$ cat src/rtl/spi_rx.sv
// SPI receiver: oversamples spi_clk/spi_rx_data on RST_clk and deserializes MSB-first frames
// into a valid/ready holding register, with an idle timeout that discards partial frames.
module spi_rx #(
    parameter int DATA_BITS    = 8,
    parameter int SYNC_STAGES  = 2,
    parameter bit SAMPLE_EDGE  = 1'b0,
    parameter int IDLE_TIMEOUT = 100000
) (
    input  logic                 RST_clk,
    input  logic                 RST_n,
    input  logic                 spi_clk,
    input  logic                 spi_rx_data,
    input  logic                 rx_ready,
    output logic [DATA_BITS-1:0] rx_data,
    output logic                 rx_valid,
    output logic                 rx_busy,
    output logic                 rx_overrun,
    output logic                 frame_err
);

    localparam int CNT_W = $clog2(DATA_BITS + 1);

    typedef enum logic {IDLE, SHIFT} state_t;

    logic [1:0]             rst_ff;
    logic                   rst;
    logic [SYNC_STAGES-1:0] clk_sync;
    logic [SYNC_STAGES-1:0] data_sync;
    logic                   clk_prev;
    logic                   clk_now;
    logic                   bit_in;
    logic                   strobe;
    state_t                 state;
    state_t                 state_nxt;
    logic [DATA_BITS-1:0]   shift_reg;
    logic [CNT_W-1:0]       bit_cnt;
    logic [31:0]            tmo_cnt;
    logic                   last_bit;
    logic                   timeout_hit;
    logic                   frame_done;
    logic                   timeout_drop;
    logic                   byte_done;

    // NOTE: reset asserts asynchronously but releases only after two clean RST_clk edges,
    // so no downstream flop sees reset removal close to its active edge.
    always_ff @(posedge RST_clk or posedge RST_n) begin
        if (RST_n) rst_ff <= 2'b11;
        else       rst_ff <= {rst_ff[0], 1'b0};
    end
    assign rst = rst_ff[1];

    // NOTE: sequential state uses non-blocking assignments so every flop samples pre-edge values.
    always_ff @(posedge RST_clk or posedge rst) begin
        if (rst) begin
            clk_sync  <= '0;
            data_sync <= '1;
            clk_prev  <= 1'b0;
        end else begin
            clk_sync  <= {clk_sync[SYNC_STAGES-2:0], spi_clk};
            data_sync <= {data_sync[SYNC_STAGES-2:0], spi_rx_data};
            clk_prev  <= clk_now;
        end
    end

    assign clk_now     = clk_sync[SYNC_STAGES-1];
    assign bit_in      = data_sync[SYNC_STAGES-1];
    assign strobe      = SAMPLE_EDGE ? (clk_now & ~clk_prev) : (~clk_now & clk_prev);
    assign last_bit    = (bit_cnt == CNT_W'(DATA_BITS - 1));
    assign timeout_hit = (tmo_cnt == 32'(IDLE_TIMEOUT - 1));

    always_ff @(posedge RST_clk or posedge rst) begin
        if (rst) state <= IDLE;
        else     state <= state_nxt;
    end

    // NOTE: every combinational output gets a default first, so no path can infer a latch.
    always_comb begin
        state_nxt = state;
        case (state)
            IDLE:  if (strobe && !last_bit) state_nxt = SHIFT;
            SHIFT: if ((strobe && last_bit) || (!strobe && timeout_hit)) state_nxt = IDLE;
            default: state_nxt = IDLE;
        endcase
    end

    always_comb begin
        rx_busy      = 1'b0;
        frame_done   = 1'b0;
        timeout_drop = 1'b0;
        case (state)
            IDLE:  frame_done = strobe && last_bit;
            SHIFT: begin
                rx_busy      = 1'b1;
                frame_done   = strobe && last_bit;
                timeout_drop = !strobe && timeout_hit;
            end
            default: ;
        endcase
    end

    always_ff @(posedge RST_clk or posedge rst) begin
        if (rst) begin
            shift_reg  <= '0;
            bit_cnt    <= '0;
            tmo_cnt    <= '0;
            byte_done  <= 1'b0;
            frame_err  <= 1'b0;
            rx_data    <= '0;
            rx_valid   <= 1'b0;
            rx_overrun <= 1'b0;
        end else begin
            frame_err <= timeout_drop;
            byte_done <= frame_done;

            if (strobe) begin
                shift_reg <= {shift_reg[DATA_BITS-2:0], bit_in};
                bit_cnt   <= frame_done ? '0 : bit_cnt + 1'b1;
                tmo_cnt   <= '0;
            end else if (timeout_drop) begin
                shift_reg <= '0;
                bit_cnt   <= '0;
                tmo_cnt   <= '0;
            end else if (state == SHIFT) begin
                tmo_cnt <= tmo_cnt + 32'd1;
            end

            // A finished byte loads only if the holding register is free or draining this cycle.
            if (byte_done && (!rx_valid || rx_ready)) begin
                rx_data  <= shift_reg;
                rx_valid <= 1'b1;
            end else if (byte_done) begin
                rx_overrun <= 1'b1;
            end else if (rx_valid && rx_ready) begin
                rx_valid <= 1'b0;
            end
        end
    end

endmodule

$ cat config.mk
export PLATFORM = sky130hd
export DESIGN_NAME = spi_rx
export DESIGN_NICKNAME = d
export VERILOG_FILES = /design/src/rtl/spi_rx.sv
export SDC_FILE = /design/constraint.sdc
export NUM_CORES = 1
export LEC_CHECK = 0
export CAP_MARGIN = 20
export CORE_MARGIN = 2
export CORE_UTILIZATION = 59
export DETAILED_ROUTE_END_ITERATION = 8
export PLACE_DENSITY_LB_ADDON = 0.25
export SLEW_MARGIN = 40
export SYNTH_ARGS = -nofsm -noshare
export SYNTH_HDL_FRONTEND = slang
export SYNTH_SLANG_ARGS = --single-unit
$ cat constraint.sdc
create_clock -name RST_clk -period 2.7 [get_ports RST_clk]
set_input_delay 0.405 -clock RST_clk [delete_from_list [all_inputs] [get_ports RST_clk]]
set_output_delay 0.405 -clock RST_clk [all_outputs]
set_load 0.02 [all_outputs]
Word level (Yosys, flattened, before mapping)

Index checks and enable logic that the tools add are counted.

Add/sub/neg operators: 2
Multiply operators: 0
Divide/modulo/power cells: 0
Order comparisons: 0
Equality and inequality tests: 3
Shift operators: 0
Muxes and demuxes: 16
Bitwise operators: 4
Reduce and logical (&&, ||, !) cells: 15

Operator list:

| operator                                                          | number |
|---|---|
| 32-bit 2-to-1 mux                                                 | 3 |
| 32-bit by 1-bit adder with 32-bit output, second input constant   | 1 |
| 32-bit by 17-bit == test with 1-bit output, second input constant | 1 |
| 8-bit 2-to-1 mux                                                  | 2 |
| 4-bit 2-to-1 mux                                                  | 3 |
| 1-bit 2-to-1 mux                                                  | 7 |
| 1-bit logical AND                                                 | 5 |
| 4-bit by 1-bit adder with 4-bit output, second input constant     | 1 |
| 4-bit by 3-bit == test with 1-bit output, second input constant   | 1 |
| 2-bit AND reduction                                               | 2 |
| 2-bit nonzero test                                                | 2 |
| 1-bit logical NOT                                                 | 3 |
| 1-bit NOT                                                         | 3 |
| 3-bit nonzero test                                                | 1 |
| 1-bit logical OR                                                  | 2 |
| 2-bit by 1-bit != test with 1-bit output, second input constant   | 1 |
| 1-bit case mux with 2 select lines                                | 1 |
| 1-bit AND                                                         | 1 |

Bits in registers: 64
Bits in latches: 0
RAM bits: 0
Bits in read-only memories: 0
Input port bits: 5
Output and inout bits: 12
Logic and storage cells: 53
Memories: 0

Logic depth before layout (Yosys ltp)

Depth in word-level cells: 7
Mapped depth: 7
Depth with buffers taken out: 5

Worst setup path before layout

No wires, ideal clock.

Kind: register to register
Start: reg tmo_cnt[0]
End: reg tmo_cnt[16]
Library setup time: 78 ps
Data arrival time: 1,867 ps
Data required time: 2,622 ps
Slack: 755 ps
Cell stages (with the launch flop): 8
Buffers on the path: 2
Period minus slack after synthesis: 1,945 ps
Path through: dfrtp_1 -> ha_1 -> and4_1 -> clkbuf_1 -> o211ai_1 -> clkbuf_1 -> or4_1 -> a21oi_1

Longest elaborated chain between the ends: 5
Elaborated cells on any way between the ends: 8
Those cells by class: add/sub: 1; eq/ne: 1; mux: 4; reduce/logical: 2

RTL lines:

| element                                                                          | RTL line | text |
|---|---|---|
| start, declared                                                                  | 37       | `logic [31:0] tmo_cnt;` |
| start signal, assigned                                                           | 124      | `tmo_cnt <= tmo_cnt + 32'd1;` |
| branches (longest 5 deep; another with 32-bit by 1-bit adder with 32-bit output) | n/a      |  |

Several ways; the timed one is not identified. The select of a mux whose other input is x is not followed.
A chain may end at the register's enable or synchronous reset.

Final worst setup path

Start: reg tmo_cnt[11]
End: reg tmo_cnt[25]

Same word-level chain as after synthesis.

==> metrics.txt <==
Cell Pwr Density 660 nW/um^2; GRT busiest layer met2; Layout area overhead 14.0%; cell with the largest stage delay on the worst path or4_1; number of remaining DRC errors 0; M2 GR Usage 0.360; via-per-instance ratio 6.05; Synth Net Count 302; RSZ-0062 raised after global routing no; Synth Area in Simple Gates 0.209; Post-synth EDFFs 0; area leader, netlist dfrtp_1; post-route cell area 3390 sq um; worst slew pin tran 0.707 ns; register area share after synthesis 0.540; Routed Antenna Nets 0; Nets 318; Post-Synth XOR/XNOR Area 0.0265; mean area per synthesized cell 10.1 sq um; crit path time final 2.26 ns; root buffer cell clkbuf_8; adder-cell share of the synthesized area 0.00841; hold buffers post-CTS 0; CP Max Fanout 16; FF+latch count, synth 64; Layout Skew 0.00763 ns; die height 75.0 um; DRT Wirelength 5920 um; register area 1610 sq um; post-synthesis compound-gate area fraction 0.145; Pint 1.61 mW; Area after DPL 3200 sq um; total global-route track usage 0.240; largest cells by area after synthesis dfrtp_1 (50%), nand2_1 (4.3%), o21ai_0 (3.9%); # IOs 17; Worst Path Arrival 2.53 ns; CTS Buffer Depth 2; FFs w/ async S/R, synth 1.00; gpl congestion 0.830; global routing met3 resource utilization 0.0361; Sequential Power Share 0.514; Cell Chain, Critical Path nand4_1 -> or4_1 -> or4_1 -> a21oi_1; hpwl dp 3980 um; # fillers 372; DR iter-0 viols 188; die area 5630 sq um; outcome complete, no violations; setup tns final 0 ns; Slew headroom 0.528; largest net degree at the start of global routing 36; vias in the first global route 2170; clock share of power 0.337; multiplexer share of the synthesized area 0.0404; critical path class reg2reg; CP Capture Type flop; CTS sink cnt 64; CTS tree built; largest family of logic cells by synthesized area simple AND/OR/NAND/NOR gates; Setup-failing EPs final 0; Setup Buffers After CTS 0; GRT overflow 0; Comb power frac 0.149; fmax 443 MHz; Sw Share 0.279; post-cts sizing count 0; initial antenna violation count 0; post-synth top area share 0.505; area of the multi-input gates 1280 sq um; H-tree depth 3; Lkg Pwr 1.38 nW; core area 4790 sq um; first-pass GRT wire length 10200 um; Post-Syn Instances 295; post-synthesis cell area 2980 sq um; worst hold path class reg2reg; VDD IR max 397 uV; Distinct cells, synth 35; top_reg_cell synth dfrtp_1; max reg flops 32; synth warn 0; Worst setup SP type flop; share of layout cells above drive strength 1 0.111; Max-Cap Viols 0; final hold vios 0; Pre-Repair DR Iteration Count 4; Max Slew Vio Count 0; via count 2319; crit-path most repeated cell or4_1; Period Utilization, post-route 0.837; row count 25; Worst path max stage delay 0.79 ns; Initial Util 0.622; number of buffers created by CTS 9; CP Data Required Time 2.97 ns; met1 global-route usage 0.349; Worst-Skew Late Latency 0.34 ns; clock slew at reported path FFs 0.07 ns; NetSw 0.625 mW; # diodes 0; routed len/inst 15.5 um; die width 75.0 um; Port Buffers 16
[layout make-up]
class / instances / share of cell area
inverters: 5 / 0.00553
multi-input cells: 209 / 0.379
well taps: 67 / 0.0247
clock inverters: 4 / 0.00848
clock buffers: 12 / 0.0457
repair buffers: 22 / 0.0634
flip-flops and latches: 64 / 0.473
[cells in the mapped netlist (2+ instances only)]
cell type   n
a21oi_1    22
and2_1      3
and3_1      2
and4_1      5
clkbuf_1   14
dfrtp_1    60
dfstp_2     4
ha_1        2
inv_1       5
mux2_2      8
mux2i_1     3
nand2_1    34
nand2b_1    2
nand3_1     7
nand4_1    11
nor2_1     13
nor3_1      3
nor4_1      9
nor4b_1     4
o2111ai_1   6
o211ai_1    4
o21ai_0    23
o31ai_1    13
or3_1       7
or4_1      13
xor2_1      9
[stage by stage]
stage	std cells	hold WS (ns)	utilization	total power [mW]	setup slack (ns)
after floorplan	295	0.317	-	1.36	0.755
after global placement	366	0.332	0.670	1.49	0.568
after detailed placement	366	0.336	0.670	1.51	0.488
after CTS	382	0.355	0.708	2.25	0.473
after global routing	383	0.361	0.709	2.35	0.330
final	383	0.351	0.709	2.24	0.441
[worst max-delay path: cells and delay by family, from the launching register on]
family	cells	cell delay (ns)
compound gates	1	0.15
flops	1	0.48
simple gates	3	1.56
[path summary, 6_finish.rpt]
check	cells after the start	slack, ns	end	from
worst max-delay path	4	0.44	tmo_cnt[25]	tmo_cnt[11]
worst min-delay path	0	0.35	clk_sync[1]	clk_sync[0]
worst max register to register	4	0.44	tmo_cnt[25]	tmo_cnt[11]
worst min register to register	0	0.35	clk_sync[1]	clk_sync[0]
max in group asynchronous	2	1.64	bit_cnt[3]	rst_ff[1]
min in group asynchronous	1	0.37	tmo_cnt[16]	rst_ff[1]
[layout by cell type, fill, tap and decap left out, types with 2 or more instances in the layout]
cell type / instances
clkbuf_8: 11
nand2b_1: 2
buf_4: 4
dfrtp_1: 60
inv_1: 4
nand3_1: 7
clkdlybuf4s50_1: 16
nor4b_1: 4
xor2_1: 9
nor2_1: 13
nor3_1: 3
or4_1: 13
or3_1: 7
mux2_2: 8
and4_1: 5
o21ai_0: 23
nand2_1: 34
and3_1: 2
o31ai_1: 13
o2111ai_1: 6
mux2i_1: 3
and2_1: 3
o211ai_1: 4
nor4_1: 9
nand4_1: 11
dfstp_2: 4
clkinvlp_4: 2
ha_1: 2
a21oi_1: 22
[routing by layer]
layer | up-vias | routed length, um
met5 | - | 0
met4 | 0 | 110
met3 | 13 | 310
met2 | 60 | 2700
met1 | 1117 | 2800
li1 | 1129 | -
[power groups by stage]
stage | combinational, mW | sequential (mW) | clock (mW)
after global placement | 0.328 | 1.16 | 0
after CTS | 0.338 | 1.15 | 0.762
after detailed placement | 0.336 | 1.17 | 0
after global routing | 0.378 | 1.17 | 0.803
final | 0.334 | 1.15 | 0.753
after floorplan | 0.166 | 1.20 | 0
[cells by family after synthesis]
group	after synthesis
simple gates	114
compound gates	72
flops	64
buf+inv	22
mux	11
xor+xnor	9
fa+ha+maj	2
other cells	1
(Power assumes the default switching activity.)
==> RTL change: new RTL, config.mk and constraints unchanged <==
Register the output `frame_err` once more, with the module's reset; this adds one clock of latency there. The other outputs are not delayed to match.
--- a/src/rtl/spi_rx.sv
+++ b/src/rtl/spi_rx.sv
@@ -23,2 +23,4 @@
     typedef enum logic {IDLE, SHIFT} state_t;
+
+    logic frame_err_s0;
 
@@ -106,3 +108,3 @@
             byte_done  <= 1'b0;
-            frame_err  <= 1'b0;
+            frame_err_s0 <= 1'b0;
             rx_data    <= '0;
@@ -111,3 +113,3 @@
         end else begin
-            frame_err <= timeout_drop;
+            frame_err_s0 <= timeout_drop;
             byte_done <= frame_done;
@@ -138,2 +140,10 @@
 
+    always_ff @(posedge RST_clk or posedge RST_n) begin
+        if (RST_n) begin
+            frame_err <= '0;
+        end else begin
+            frame_err <= frame_err_s0;
+        end
+    end
+
 endmodule
Function: no difference found for any inputs over 10 cycles, from zero or initial values and one cycle with RST_n high; that may be too few to reach the edited logic, so the function may still have changed.
==> RTL change against the original RTL <==
- die area increased by 0.79%
- synthesized cell count grew 0.34%
- routed wire length grew 4.2%
- worst setup slack better by 0.0035 ns
- cell area rose by 1.0%
- critical path type unchanged
- highest routed layer unchanged
- sequential cell count up 1
- critical endpoint is now tmo_cnt[31]
- total power is 0.46% lower
- area after synthesis up 0.84%
==> RTL change: results (changes against the original RTL) <==
| Metric | Value |
|---|---|
| Status | finished, final reports clean |
| Main area contributors after synthesis | dfrtp_1, nand2_1, o21ai_0 |
| HP Class | reg -> async |
| Fillers | 381 (+2.4%) |
| Adder-Cell Fraction of Synth Area | 0.834% (-0.0070 points) |
| Peak supply drop | 0.525 mV (+32%) |
| Vias in the first global route | 2173 (+0.14%) |
| Pin count of the biggest net entering global routing | 30 (-17%) |
| Clk_skew | 0.00637 ns (-0.00126 ns) |
| Worst slew pin tran | 0.572 ns (-0.135 ns) |
| Post-synthesis sequential area ratio | 54.4% (+0.38 points) |
| WL/cell | 15.9 um (+3.1%) |
| First-pass GRT wire length | 10.4 mm (+2.2%) |
| Share of layout cells above drive strength 1 | 12.2% (+1.1 points) |
| Vias | 2383 (+2.8%) |
| Clock root buffer | clkbuf_8 |
| Gr usage total | 24.8% (+0.82 points) |
| Total power | 0.00223 W (-0.46%) |
| Top cells by count, synth | dfrtp_1, nand2_1, o21ai_0, a21oi_1, clkbuf_1 |
| Pre-CTS WS | 0.472 ns (-0.0157 ns) |
| Post-synthesis compound-gate area fraction | 14.4% (-0.12 points) |
| Mux cell area share after synthesis | 4.00% (-0.034 points) |
| FF-to-FF End | tmo_cnt[31] |
| Layout Cells excl Fill | 387 (+1.0%) |
| Nets | 322 (+1.3%) |
| Avg Synthesized Cell Area | 10.1 um2 (+0.50%) |
| Clock buffer depth | 2 (unchanged) |
| Reg2Reg Depth | 4 (unchanged) |
| Synth Area in XOR/XNOR | 2.63% (-0.022 points) |
| Crit path max-delay family | simple AND/OR/NAND/NOR gates |
| Placed Cells | 370 (+1.1%) |
| Fin. Hold Viols | 0 (unchanged) |
| Clk. pwr | 0.000717 W (-4.8%) |
| DRT iter0 DRCs | 194 (+3.2%) |
| RD Place Congestion | 0.877 (+5.6%) |
| Post-DP HPWL | 4.24 mm (+6.4%) |
| Static Leak | 1.40 nW (+1.5%) |
| Initial antenna violation count | 0 (unchanged) |
| CP Max Fanout | 16 (unchanged) |
| Max reg flops | 32 (unchanged) |
| Yosys warnings | 0 (unchanged) |
| Final hold slack | 0.186 ns (-0.165 ns) |
| Portion of total power attributed to combinational logic | 15.7% (+0.8 points) |
| Sw frac | 29.1% (+1.2 points) |
-- RTL change: cell types whose count changed in the layout (fill, tap and decap cells not counted) --
| cell | change |
|---|---|
| inv_6 | +1 |
| clkbuf_1 | -1 |
| clkinv_2 | +2 |
| dfrtp_1 | +1 |
| clkinv_4 | -1 |
| clkbuf_8 | -2 |
| clkinvlp_4 | +1 |
| buf_4 | +3 |
-- RTL change: per-layer routing --
| metal | vias to the layer above | part of all wire (%) | track usage [%] | wire, um |
|---|---|---|---|---|
| met5 | - | 0 | 0 | 0 |
| met4 | 0 | 2.1 | 12.5 | 131 |
| met3 | 9 | 6.1 | 5.42 | 378 |
| met2 | 77 | 45 | 35.1 | 2760 |
| met1 | 1151 | 47 | 36.2 | 2900 |
| li1 | 1146 | - | - | - |
-- RTL change: area by class of cell --
type	instances	share of cell area [%]
clock buffers	9	3.61
clock inverters	7	1.35
inverters	5	0.548
multi-input cells	209	37.5
flip-flops and latches	65	47.6
well taps	67	2.45
repair buffers	25	6.94
-- RTL change: worst max-delay path by stage --
stage	to	slack, ns	startpoint
global route	tmo_cnt[29]	0.31	tmo_cnt[11]
global placement	tmo_cnt[31]	0.57	tmo_cnt[11]
CTS	tmo_cnt[31]	0.45	tmo_cnt[11]
floorplan	tmo_cnt[16]	0.75	tmo_cnt[0]
finish	tmo_cnt[31]	0.44	tmo_cnt[11]
detailed placement	tmo_cnt[31]	0.47	tmo_cnt[11]
-- RTL change: through the flow --
step | area (um2) | util, %
after floorplan | 3000 | -
after global placement | 3250 | 67.5
after detailed placement | 3250 | 67.5
after CTS | 3420 | 71.0
after global routing | 3430 | 71.1
final | 3430 | 71.1
-- RTL change: worst register-to-register path, cell delays in order, from the launching register on --
cell and delay (ns):
dfrtp_1 0.47, nand4_1 0.19, or4_1 0.79, or4_1 0.58, a21oi_1 0.16
